$ cat src/rtl/ldpc_sched_pkg.sv
// Shared types and helpers for the column-layered LDPC iteration scheduler.
package ldpc_sched_pkg;
  localparam int COL_N_DEF    = 24;
  localparam int MAX_ITER_DEF = 8;
  localparam int COL_W        = $clog2(COL_N_DEF);
  localparam int ITER_W       = $clog2(MAX_ITER_DEF + 1);

  typedef enum logic [2:0] {
    ST_IDLE,
    ST_RUN,
    ST_DRAIN,
    ST_CHECK,
    ST_DONE
  } sched_st_e;

  // Requested limit of 0 still runs one iteration; anything above the ceiling saturates.
  function automatic int clamp_lim(input int req, input int max_it);
    if (req < 1) return 1;
    if (req > max_it) return max_it;
    return req;
  endfunction
endpackage

$ cat src/rtl/ldpc_vld_delay.sv
// DEPTH-stage {valid, addr} shift register with enable and synchronous clear.
module ldpc_vld_delay #(
  parameter int DEPTH = 2,
  parameter int AW    = 5
) (
  input  logic          i_clk,
  input  logic          i_rst_n,
  input  logic          i_en,
  input  logic          i_clr,
  input  logic          i_vld,
  input  logic [AW-1:0] i_addr,
  output logic          o_vld,
  output logic [AW-1:0] o_addr,
  output logic          o_pend
);
  logic [DEPTH-1:0]         vld_q;
  logic [DEPTH-1:0][AW-1:0] addr_q;
  logic [DEPTH:0]           vld_nxt;
  logic [DEPTH:0][AW-1:0]   addr_nxt;

  assign vld_nxt  = {vld_q, i_vld};
  assign addr_nxt = {addr_q, i_addr};

  always_ff @(posedge i_clk) begin
    if (!i_rst_n || i_clr) begin
      vld_q  <= '0;
      addr_q <= '0;
    end else if (i_en) begin
      vld_q  <= vld_nxt[DEPTH-1:0];
      addr_q <= addr_nxt[DEPTH-1:0];
    end
  end

  assign o_vld  = vld_q[DEPTH-1];
  assign o_addr = addr_q[DEPTH-1];
  // Anything still in flight behind the output stage.
  assign o_pend = |(vld_q & ~(DEPTH'(1) << (DEPTH - 1)));
endmodule

$ cat src/rtl/ldpc_col_sched.sv
// Column-layer / iteration scheduler: read sweep, aligned write-back, syndrome gate.
// Optional early termination on syndrome pass: define LDPC_EARLY_TERM_EN.
module ldpc_col_sched #(
  parameter int COL_N    = ldpc_sched_pkg::COL_N_DEF,
  parameter int MAX_ITER = ldpc_sched_pkg::MAX_ITER_DEF,
  parameter int PIPE_LAT = 2,
  parameter int COL_W    = $clog2(COL_N),
  parameter int ITER_W   = $clog2(MAX_ITER + 1)
) (
  input  logic              i_clk,
  input  logic              i_rst_n,
  input  logic              i_start,
  input  logic [ITER_W-1:0] i_max_iter,
  input  logic              i_stall,
  input  logic              i_syn_vld,
  input  logic              i_syn_ok,
  output logic              o_busy,
  output logic              o_done,
  output logic              o_et,
  output logic              o_rd_en,
  output logic [COL_W-1:0]  o_rd_addr,
  output logic              o_wr_en,
  output logic [COL_W-1:0]  o_wr_addr,
  output logic              o_first_iter,
  output logic [ITER_W-1:0] o_iter
);
  import ldpc_sched_pkg::*;

  sched_st_e         st, st_nxt;
  logic [COL_W-1:0]  col, col_nxt;
  logic [ITER_W-1:0] iter, iter_nxt, lim, lim_nxt;
  logic              et, et_nxt;
  logic              rd_en, dl_vld, dl_pend;

`ifndef LDPC_EARLY_TERM_EN
  logic unused_syn_ok;
  assign unused_syn_ok = i_syn_ok;
`endif

  always_ff @(posedge i_clk) begin
    if (!i_rst_n) begin
      st   <= ST_IDLE;
      col  <= '0;
      iter <= '0;
      lim  <= '0;
      et   <= 1'b0;
    end else begin
      st   <= st_nxt;
      col  <= col_nxt;
      iter <= iter_nxt;
      lim  <= lim_nxt;
      et   <= et_nxt;
    end
  end

  always_comb begin
    st_nxt   = st;
    col_nxt  = col;
    iter_nxt = iter;
    lim_nxt  = lim;
    et_nxt   = et;
    rd_en    = 1'b0;
    case (st)
      ST_IDLE: if (i_start) begin
        lim_nxt  = ITER_W'(clamp_lim(int'(i_max_iter), MAX_ITER));
        col_nxt  = '0;
        iter_nxt = '0;
        et_nxt   = 1'b0;
        st_nxt   = ST_RUN;
      end
      ST_RUN: if (!i_stall) begin
        rd_en   = 1'b1;
        col_nxt = col + COL_W'(1);
        if (col == COL_W'(COL_N - 1)) st_nxt = ST_DRAIN;
      end
      // Output stage may still hold the last write; it leaves on this same edge.
      ST_DRAIN: if (!i_stall && !dl_pend) st_nxt = ST_CHECK;
      ST_CHECK: if (!i_stall && i_syn_vld) begin
`ifdef LDPC_EARLY_TERM_EN
        if (i_syn_ok) begin
          et_nxt = 1'b1;
          st_nxt = ST_DONE;
        end else
`endif
        if (iter + ITER_W'(1) == lim) begin
          st_nxt = ST_DONE;
        end else begin
          iter_nxt = iter + ITER_W'(1);
          col_nxt  = '0;
          st_nxt   = ST_RUN;
        end
      end
      ST_DONE: st_nxt = ST_IDLE;
      default: st_nxt = ST_IDLE;
    endcase
  end

  ldpc_vld_delay #(.DEPTH(PIPE_LAT), .AW(COL_W)) u_wr_dly (
    .i_clk  (i_clk),
    .i_rst_n(i_rst_n),
    .i_en   (!i_stall),
    .i_clr  (1'b0),
    .i_vld  (rd_en),
    .i_addr (col),
    .o_vld  (dl_vld),
    .o_addr (o_wr_addr),
    .o_pend (dl_pend)
  );

  assign o_busy       = (st == ST_RUN) || (st == ST_DRAIN) || (st == ST_CHECK);
  assign o_done       = (st == ST_DONE);
  assign o_rd_en      = rd_en;
  assign o_rd_addr    = col;
  assign o_wr_en      = dl_vld && !i_stall;
  assign o_first_iter = o_busy && (iter == '0);
  assign o_iter       = iter;
`ifdef LDPC_EARLY_TERM_EN
  assign o_et         = et;
`else
  assign o_et         = 1'b0;
`endif
endmodule

$ cat config.mk
export PLATFORM = sky130hd
export DESIGN_NAME = ldpc_col_sched
export DESIGN_NICKNAME = d
export VERILOG_FILES = /design/src/rtl/ldpc_sched_pkg.sv /design/src/rtl/ldpc_vld_delay.sv /design/src/rtl/ldpc_col_sched.sv
export SDC_FILE = /design/constraint.sdc
export NUM_CORES = 1
export LEC_CHECK = 0
export CAP_MARGIN = 0
export CORE_AREA = 2 2 57 59
export DETAILED_ROUTE_END_ITERATION = 12
export DIE_AREA = 0 0 59 61
export PLACE_DENSITY = 0.76
export SLEW_MARGIN = 20
export SYNTH_ARGS = -nofsm -noshare
export SYNTH_HDL_FRONTEND = slang
export SYNTH_HIERARCHICAL = 1
export SYNTH_SLANG_ARGS = --single-unit
$ cat constraint.sdc
create_clock -name i_clk -period 2.2 [get_ports i_clk]
set_clock_uncertainty 0.05 [all_clocks]
set_input_delay 0.55 -clock i_clk [delete_from_list [all_inputs] [get_ports i_clk]]
set_output_delay 0.55 -clock i_clk [all_outputs]
set_load 0.005 [all_outputs]
# Yosys cells after proc, flatten, opt, wreduce, memory -nomap -nowiden

Cells that the tools add are included.

Bits of input ports: 10
Flip-flop bits (word level): 28
Output and inout port bits: 20

Equal/unequal tests: 12
Magnitude comparators: 2
Reduce and logical (&&, ||, !) cells: 16
Mux-type cells: 29
Add/sub/neg operators: 2

Operator list:

| operator                                              | count |
|---|---|
| 2-to-1 mux 4 bit                                      | 6 |
| 2-to-1 mux 5 bit                                      | 4 |
| 2-to-1 mux 3 bit                                      | 6 |
| one-hot mux 5 bit (3 select lines)                    | 1 |
| != test 2 bit (second input constant)                 | 6 |
| one-hot mux 3 bit (4 select lines)                    | 1 |
| 2-to-1 mux 1 bit                                      | 10 |
| AND reduction 5 bit                                   | 2 |
| one-hot mux 4 bit (2 select lines)                    | 1 |
| == test 3 x 2 -> 1 bit (second input constant)        | 2 |
| adder 5 x 1 -> 5 bit (second input constant)          | 1 |
| == test 5 bit (second input constant)                 | 1 |
| adder 4 x 1 -> 4 bit (second input constant)          | 1 |
| == test 4 bit                                         | 1 |
| greater-than comparator 4 bit (second input constant) | 1 |
| logical AND 1 bit                                     | 4 |
| zero test 4 bit                                       | 1 |
| < comparator 4 x 1 -> 1 bit (second input constant)   | 1 |
| AND reduction 4 bit                                   | 1 |
| == test 3 x 1 -> 1 bit (second input constant)        | 1 |
| == test 3 bit (second input constant)                 | 1 |
| zero test 3 bit                                       | 1 |
| nonzero test 3 bit                                    | 1 |
| zero test 1 bit                                       | 2 |
| other kinds (3)                                       | 4 |

# Depth between registers and ports, before layout

Gate-level depths: netlist of run 1.

Word-level depth: 9
Gate-level depth with buffers: 7
Depth with buffers taken out: 7

# By module

Netlist of run 1, hierarchy kept.

By module, submodules not included:

| module         | cells each | times used | seq. area each (µm²) | area each (µm²) |
|---|---|---|---|---|
| ldpc_col_sched | 115        | 1          | 320.3                | 977.2 |
| ldpc_vld_delay | 44         | 1          | 240.2                | 465.4 |

# Worst setup path before layout of run 1

OpenSTA, ideal clock, no wires.

Kind: register -> register
Start point: register iter[0] (netlist: o_iter[0])
End point: register iter[2] (netlist: o_iter[2])
Period minus slack after synthesis: 1.756 ns
Path buffers: 0
Arrival time: 1.592 ns
Setup slack: 0.444 ns
Stages on the path, launching flop included: 8
Library setup time: 0.114 ns
Cell sequence: dfxtp_1 -> inv_1 -> ha_1 -> xnor2_1 -> nand4b_2 -> o21ba_2 -> a21boi_0 -> a21o_1

Word-level cells in the longest chain between the ends: 4
Elaborated cells between the ends (all ways): 7
Classes of those cells: add/sub (1); eq/ne (2); mux (3); reduce/logical (1)

RTL lines:

| what                                                                                       | line                                       | text |
|---|---|---|
| start, declared                                                                            | ldpc_col_sched.sv:31                       | `logic [ITER_W-1:0] iter, iter_nxt, lim, lim_nxt;` |
| start signal, assigned                                                                     | ldpc_col_sched.sv:50                       | `iter <= iter_nxt;` |
| adder 4 x 1 -> 4 bit *                                                                     | ldpc_col_sched.sv:85, ldpc_col_sched.sv:88 |  |
| == test 4 bit / 2-to-1 mux 4 bit (equally long branches)                                   | ldpc_col_sched.sv:85                       | `if (iter + ITER_W'(1) == lim) begin` |
| != test 2 bit (no line) / 2-to-1 mux 4 bit (equally long branches)                         | n/a                                        |  |
| AND reduction 4 bit (no line) / one-hot mux 4 bit (2 select lines) (equally long branches) | n/a                                        |  |

Every way passes the cells marked *; elsewhere a longest branch is shown, timed or not. The select of a mux whose other input is x is not followed.
A chain may end at the register's enable or synchronous reset.

# Final worst setup path of run 1

Start point: register st[2]
End point: output port o_rd_en

Word-level cells in the longest chain between the ends: 2

RTL lines:

| what                   | line                 | text |
|---|---|---|
| start, declared        | ldpc_col_sched.sv:29 | `sched_st_e st, st_nxt;` |
| start signal, assigned | ldpc_col_sched.sv:48 | `st <= st_nxt;` |
| == test 3 x 1 -> 1 bit | ldpc_col_sched.sv:63 | `case (st)` |
| 2-to-1 mux 1 bit       | ldpc_col_sched.sv:63 |  |
| end, declared          | ldpc_col_sched.sv:20 | `output logic o_rd_en,` |

No other way between the ends.

==> results.txt, run 1 <==
----------------------------------------------------
[Clock tree]
  TritonCTS clock tree ... done
  CTS H-tree depth ... 1
  Number of clock sinks ... 28
  Insertion delay of the later-clocked pin in the worst-skew pair ... 0.34 ns
  Clock buffer count from CTS ... 3
  Clock tree buffer depth ... 2
  Number of buffers added to fix hold violations after cts ... 0
  CTS Root Cell ... sky130_fd_sc_hd__clkbuf_4
  Clock transition at the registers of the reported paths ... 0.16 ns

[Floorplanning]
  Boundary pin count ... 30
  Floorplan die area ... 3599 um2
  Initial core utilization ... 0.4886
  Area of the core region ... 2953 um2
  Die X-Extent ... 59 um
  Vert. Die Dim ... 61 um
  Num rows ... 20

[Power]
  Post-layout total power ... 1.009 mW
  Peak VDD IR ... 0.3388 mV
  Switching power ... 0.2365 mW
  Proportion of power drawn by combinational gates ... 0.138
  Net Sw Frac ... 0.2343
  Part of the total power dissipated in the clock network ... 0.341
  Total internal power ... 0.7727 mW
  Power Density ... 539.9 nW/um2
  Sequential group share of total power ... 0.521
  Total leakage power ... 0.8017 nW

[Critical path]
  Critical Path End Type ... primary output
  Origin of the critical flop-to-flop path ... o_iter[1]
  Critical Path Max Stage Delay ... 0.51 ns
  Timing startpoint of the critical path ... st[2]
  Number of buffer and inverter instances along the worst setup path ... 2
  Type of the setup path with the least slack ... flip-flop to primary output
  Critical path required time ... 1.60 ns
  Cells along the critical path ... inv_1 > nand3_4 > nor2_2 > clkdlybuf4s50_1
  CP max-delay cell ... sky130_fd_sc_hd__clkdlybuf4s50_1
  Family of cells with the greatest summed delay on the critical path ... buffers and inverters
  Startpoint type of the worst setup path ... flip-flop
  Critical path data arrival time ... 1.52 ns
  Critical path peak fanout ... 5

[Final layout]
  Multi-input gate area in the final layout ... 810.8 um2
  Layout Area Growth over Synthesis ... 29.57%
  Final layout net count ... 208
  Diodes inserted ... 0
  Most common cell after layout, fill and taps aside ... sky130_fd_sc_hd__dfxtp_1
  Share of cells above drive strength 1 ... 0.1701
  Utilization of the core after routing ... 0.6331
  Filler cells ... 247
  Leading cell types in the layout, fill and taps excluded ... sky130_fd_sc_hd__dfxtp_1, sky130_fd_sc_hd__clkdlybuf4s50_1, sky130_fd_sc_hd__nor2_1
  Final standard cell count with taps included and fillers excluded ... 227
  Area taken by flip-flops and latches ... 569.3 um2

[Synthesis]
  Area of the mapped netlist ... 1443 um2
  Number of enable-type register cells in the synthesized netlist ... 0
  Average instance area after synthesis ... 9.073 um2
  Sequential share of the synthesized area ... 0.3886
  Total number of yosys warnings ... 6
  Flop and latch count out of synthesis ... 28
  Mapped Cells ... 159
  Most common flop cell mapped by yosys ... sky130_fd_sc_hd__dfxtp_1
  Yosys cell types ... 44
  FFs w/ async S/R, synth ... 0

[Routing]
  Average via count per standard cell ... 5.471
  Initial detailed-routing violation count ... 43
  Iteration count of the initial detailed-routing pass ... 5
  Routed Antenna Nets ... 0
  Detailed-route DRC error count ... 0
  Final routed wirelength across all metal layers ... 3.166 mm
  Vias ... 1242
  DR WL/cell ... 13.95 um

[STA]
  Setup-failing EPs final ... 0
  Pins Over Slew Limit ... 0
  RSZ-0062 raised after global routing ... false
  Setup slack of the critical path after layout ... 0.07530 ns
  Maximum achievable frequency ... 470.7 MHz
  Final hold violation count ... 0
  Final Critical Period ... 2.125 ns
  Tcrit/Tclk final ... 0.9658
  Total Negative Setup Slacks ... 0 ns

[Outcome]
  Result of the run ... finished, final reports clean

[GRT]
  Maximum number of pins on one net before global-route repair ... 17
  GR Util All Layers ... 0.1986
  Global-route wire length before repair ... 5.368 mm
  Antenna violations before repair ... 0
  Total global routing overflow ... 0
  Number of global-route vias before repair ... 1225

[Placement]
  Worst-case setup slack after placement ... -0.1161 ns
  Global placement routability congestion ... 0.8541
  DP Wirelength ... 2.310 mm
  Cell total after placement ... 221
  Number of buffers inserted by port buffering ... 27

[Job]
  Number of max-cap violations ... 0

[Worst hold path]
  HP Class ... flip-flop to flip-flop
  Launch instance of the worst min-delay path ... u_wr_dly/addr_nxt[9]

----------------------------------------------------
==> cell families after synthesis <==
logic type | Yosys count | synth area share
AOI/OAI and AO/OA | 24 | 0.1179
xor gates and xnor gates | 6 | 0.05118
adders and majority gates | 3 | 0.02602
buffers and inverters | 16 | 0.06417
DFF | 28 | 0.3886
muxes | 14 | 0.09800
other | 1 | 0.002599
and+or+nand+nor | 67 | 0.2515
==> power by group through the flow <==
stage	logic [mW]	clock network, mW	registers, mW
CTS	0.137	0.347	0.525
global placement	0.130	0	0.536
global route	0.153	0.365	0.528
detailed placement	0.135	0	0.537
finish	0.140	0.344	0.526
floorplan	0.0804	0	0.532
==> Yosys cell counts, types with 2 or more instances <==
library cell               instances  area, um2
sky130_fd_sc_hd__a21boi_1          2      15.01
sky130_fd_sc_hd__a21o_1            2      15.01
sky130_fd_sc_hd__a21oi_1           6      30.03
sky130_fd_sc_hd__and3_1            3      18.77
sky130_fd_sc_hd__buf_2             2      10.01
sky130_fd_sc_hd__buf_4             6      45.04
sky130_fd_sc_hd__dfxtp_1          28      560.5
sky130_fd_sc_hd__ha_1              3      37.54
sky130_fd_sc_hd__inv_1             5      18.77
sky130_fd_sc_hd__mux2i_1          13      130.1
sky130_fd_sc_hd__nand2_1           4      15.01
sky130_fd_sc_hd__nand2b_1          4      25.02
sky130_fd_sc_hd__nand3_1           9      45.04
sky130_fd_sc_hd__nand4_1           2      12.51
sky130_fd_sc_hd__nor2_1           24      90.09
sky130_fd_sc_hd__nor2b_1           8      50.05
sky130_fd_sc_hd__nor3_1            4      20.02
sky130_fd_sc_hd__nor3b_1           3      22.52
sky130_fd_sc_hd__o21ai_0           3      15.01
sky130_fd_sc_hd__o31ai_1           2      15.01
sky130_fd_sc_hd__xnor2_1           2      17.52
sky130_fd_sc_hd__xor2_1            2      17.52
==> routing by layer <==
layer / global-route usage / wire length (um)
met5: 0 / 0
met3: 0.02772 / 126
met1: 0.2451 / 1397
met2: 0.3587 / 1596
met4: 0.06169 / 46
==> worst paths after layout <==
check	to	slack (ns)	depth (start not counted)
worst max-delay path	o_rd_en	0.08	4
worst min-delay path	u_wr_dly/addr_nxt[9]	0.46	2
worst max register to register	o_rd_addr[2]	0.27	7
worst min register to register	u_wr_dly/addr_nxt[9]	0.46	2
==> state kept, by name (all words and copies together) (netlist names) <==
register	cells
o_rd_addr	5
u_wr_dly/addr_nxt	5
u_wr_dly/o_addr	5
lim	4
o_iter	4
st	3
u_wr_dly/vld_q	2
==> metrics by stage <==
| step | instance area, um2 | hold WS [ns] |
|---|---|---|
| after floorplan | 1446 | 0.4020 |
| after global placement | 1774 | 0.4208 |
| after detailed placement | 1774 | 0.4397 |
| after CTS | 1841 | 0.4756 |
| after global routing | 1869 | 0.5010 |
| final | 1869 | 0.4646 |
==> cell type report <==
| type | instances | area share |
|---|---|---|
| Clock buffer | 3 | 0.01205 |
| Inverter | 5 | 0.01004 |
| Tap cell | 33 | 0.02209 |
| Timing Repair Buffer | 41 | 0.2015 |
| Clock inverter | 1 | 0.01606 |
| Sequential cell | 28 | 0.3046 |
| Multi-Input combinational cell | 116 | 0.4337 |
==> worst reg2reg max path: stages (launching register included) <==
cell and delay, ns:
sky130_fd_sc_hd__dfxtp_1 0.43, sky130_fd_sc_hd__inv_1 0.07, sky130_fd_sc_hd__ha_1 0.30, sky130_fd_sc_hd__xnor2_1 0.23
sky130_fd_sc_hd__nand3_1 0.19, sky130_fd_sc_hd__nor3_4 0.27, sky130_fd_sc_hd__nor3_1 0.11, sky130_fd_sc_hd__nor3b_1 0.22
==> timing repair <==
action | in CTS | in global routing
gates resized for setup | 7 | 7
pin swaps | 0 | 1
setup endpoints to repair | 4 | 3
setup buffers | 0 | 2
Note: power is estimated with default switching activity, not from simulation.
==> run 2: changes to the inputs <==
--- a/config.mk
+++ b/config.mk
@@ -10,6 +10,7 @@
 export DETAILED_ROUTE_END_ITERATION = 12
 export DIE_AREA = 0 0 59 61
 export PLACE_DENSITY = 0.76
+export SKIP_CTS_REPAIR_TIMING = 1
 export SLEW_MARGIN = 20
 export SYNTH_ARGS = -nofsm -noshare
 export SYNTH_HDL_FRONTEND = slang
==> results.txt, run 2 (synthesized netlist as in run 1, its figures left out) <==
----------------------------------------------------
[Clock tree]
  Clock transition at the registers of the reported paths ... 0.16 ns (about the same)
  Number of clock sinks ... 28 (unchanged)
  Clock tree buffer depth ... 2 (unchanged)
  CTS H-tree depth ... 1 (unchanged)
  TritonCTS clock tree ... done
  Insertion delay of the later-clocked pin in the worst-skew pair ... 0.34 ns (about the same)
  Clock buffer count from CTS ... 3 (unchanged)
  CTS Root Cell ... sky130_fd_sc_hd__clkbuf_4

[Floorplanning]
  Boundary pin count ... 30 (unchanged)
  Vert. Die Dim ... 61 um (unchanged)
  Num rows ... 20 (unchanged)
  Die X-Extent ... 59 um (unchanged)
  Initial core utilization ... 0.4886 (unchanged)
  Floorplan die area ... 3599 um2 (unchanged)
  Area of the core region ... 2953 um2 (unchanged)

[Critical path]
  Number of buffer and inverter instances along the worst setup path ... 2 (unchanged)
  Critical Path Max Stage Delay ... 0.49 ns (-0.02 ns)
  Critical path data arrival time ... 1.61 ns (+0.09 ns)
  Critical path peak fanout ... 7 (+2)
  Type of the setup path with the least slack ... flip-flop to primary output
  Critical path required time ... 1.60 ns (about the same)
  CP max-delay cell ... sky130_fd_sc_hd__clkdlybuf4s50_1
  Critical Path End Type ... primary output
  Startpoint type of the worst setup path ... flip-flop
  Cells along the critical path ... nor2_2 > nor2_1 > buf_4 > clkdlybuf4s50_1
  Family of cells with the greatest summed delay on the critical path ... buffers and inverters

[Power]
  Net Sw Frac ... 0.2340 (-0.0003850)
  Peak VDD IR ... 0.3467 mV (+2.3%)
  Power Density ... 538.8 nW/um2 (-0.20%)
  Total internal power ... 0.7742 mW (+0.19%)
  Sequential group share of total power ... 0.521 (about the same)
  Proportion of power drawn by combinational gates ... 0.140 (+0.002)
  Post-layout total power ... 1.011 mW (+0.14%)
  Total leakage power ... 0.8081 nW (+0.80%)
  Switching power ... 0.2364 mW (about the same)
  Part of the total power dissipated in the clock network ... 0.340 (about the same)

[Worst hold path]
  HP Class ... flip-flop to flip-flop

[STA]
  Tcrit/Tclk final ... 1.007 (+0.04087)
  Worst hold slack after final layout ... 0.4642 ns (-0.0004200 ns)
  Maximum achievable frequency ... 451.5 MHz (-4.1%)
  Pins Over Slew Limit ... 0 (unchanged)
  Setup-failing EPs final ... 1 (+1)
  Setup slack of the critical path after layout ... -0.01460 ns (-0.08991 ns)
  Final hold violation count ... 0 (unchanged)
  RSZ-0062 raised after global routing ... true
  Final Critical Period ... 2.215 ns (+0.08991 ns)

[Final layout]
  Most common cell after layout, fill and taps aside ... sky130_fd_sc_hd__dfxtp_1
  Layout Area Growth over Synthesis ... 30.01%
  Utilization of the core after routing ... 0.6352 (+0.002118)
  Share of cells above drive strength 1 ... 0.1649 (-0.005155)
  Diodes inserted ... 0 (unchanged)
  Leading cell types in the layout, fill and taps excluded ... sky130_fd_sc_hd__dfxtp_1, sky130_fd_sc_hd__clkdlybuf4s50_1, sky130_fd_sc_hd__nor2_1
  Final layout net count ... 208 (unchanged)
  Final standard cell count with taps included and fillers excluded ... 227 (unchanged)

[GRT]
  Maximum number of pins on one net before global-route repair ... 17 (unchanged)
  Global-route wire length before repair ... 5.319 mm (-0.91%)
  Total global routing overflow ... 0 (unchanged)
  Antenna violations before repair ... 0 (unchanged)
  GR Util All Layers ... 0.1959 (-0.002683)
  Number of global-route vias before repair ... 1229 (+0.33%)

[Outcome]
  Violations in the final reports ... negative setup slack
  Result of the run ... finished, violations left

[Routing]
  Final routed wirelength across all metal layers ... 3.172 mm (+0.19%)
  Average via count per standard cell ... 5.445 (-0.48%)
  DR WL/cell ... 13.97 um (+0.19%)
  Vias ... 1236 (-0.48%)
  Initial detailed-routing violation count ... 40 (-7.0%)
  Detailed-route DRC error count ... 0 (unchanged)
  Iteration count of the initial detailed-routing pass ... 4 (-1)
  Routed Antenna Nets ... 0 (unchanged)

[Placement]
  Cell total after placement ... 221 (unchanged)
  Global placement routability congestion ... 0.8541 (unchanged)
  Number of buffers inserted by port buffering ... 27 (unchanged)
  DP Wirelength ... 2.310 mm (unchanged)

[Job]
  Number of max-cap violations ... 0 (unchanged)

----------------------------------------------------
-- run 2: cell types whose count changed in the layout (fill, tap and decap cells not counted) --
cell                              change
sky130_fd_sc_hd__clkdlybuf4s50_1      +1
sky130_fd_sc_hd__dlymetal6s2s_1       +1
sky130_fd_sc_hd__buf_4                -1
sky130_fd_sc_hd__dlygate4sd2_1        -1
-- run 2: power groups by stage --
stage	Clock (mW)	Combinational (mW)	Sequential, mW
6_report	0.343	0.141	0.526
5_1_grt	0.362	0.155	0.528
4_1_cts	0.347	0.136	0.526
3_5_place_dp	0	0.135	0.537
3_3_place_gp	0	0.130	0.536
2_1_floorplan	0	0.0804	0.532
-- run 2: path summary, 6_finish.rpt --
path	start	to	slack, ns	depth (start not counted)
max	st[0]	o_busy	-0.01	4
min	u_wr_dly/addr_nxt[9]	u_wr_dly/addr_nxt[9]	0.46	2
max reg2reg	o_iter[1]	o_rd_addr[2]	0.26	7
min reg2reg	u_wr_dly/addr_nxt[9]	u_wr_dly/addr_nxt[9]	0.46	2
-- run 2: final cells by class --
| type | count | area [um2] |
|---|---|---|
| Fill cell | 244 | 1077 |
| Multi-Input combinational cell | 116 | 810.8 |
| Sequential cell | 28 | 569.3 |
| Timing Repair Buffer | 41 | 382.9 |
| Tap cell | 33 | 41.29 |
| Clock inverter | 1 | 30.03 |
| Clock buffer | 3 | 22.52 |
| Inverter | 5 | 18.77 |
-- run 2: stage by stage --
stage          TNS (ns)  cell area, um2  worst slack, ns
3_5_place_dp    -0.5178            1774          -0.1161
3_3_place_gp    -0.2874            1774          -0.1059
5_1_grt        -0.06081            1876         -0.06081
6_report       -0.01460            1876         -0.01460
2_1_floorplan         0            1446           0.4444
4_1_cts         -0.4080            1827          -0.1671
-- run 2: layer usage --
metal  up-vias  routed length, um  track usage
met1       575               1419       0.2398
met3         6                112      0.02772
met4         0                 65      0.06169
met5         -                  0            0
met2        38               1575       0.3556
li1        617                  -            -
-- run 2: tightest hold or removal path, cell delays in order, from the launching register on --
cell	delay [ns]
sky130_fd_sc_hd__dfxtp_1	0.36
sky130_fd_sc_hd__mux2i_1	0.07
sky130_fd_sc_hd__nor2_1	0.07
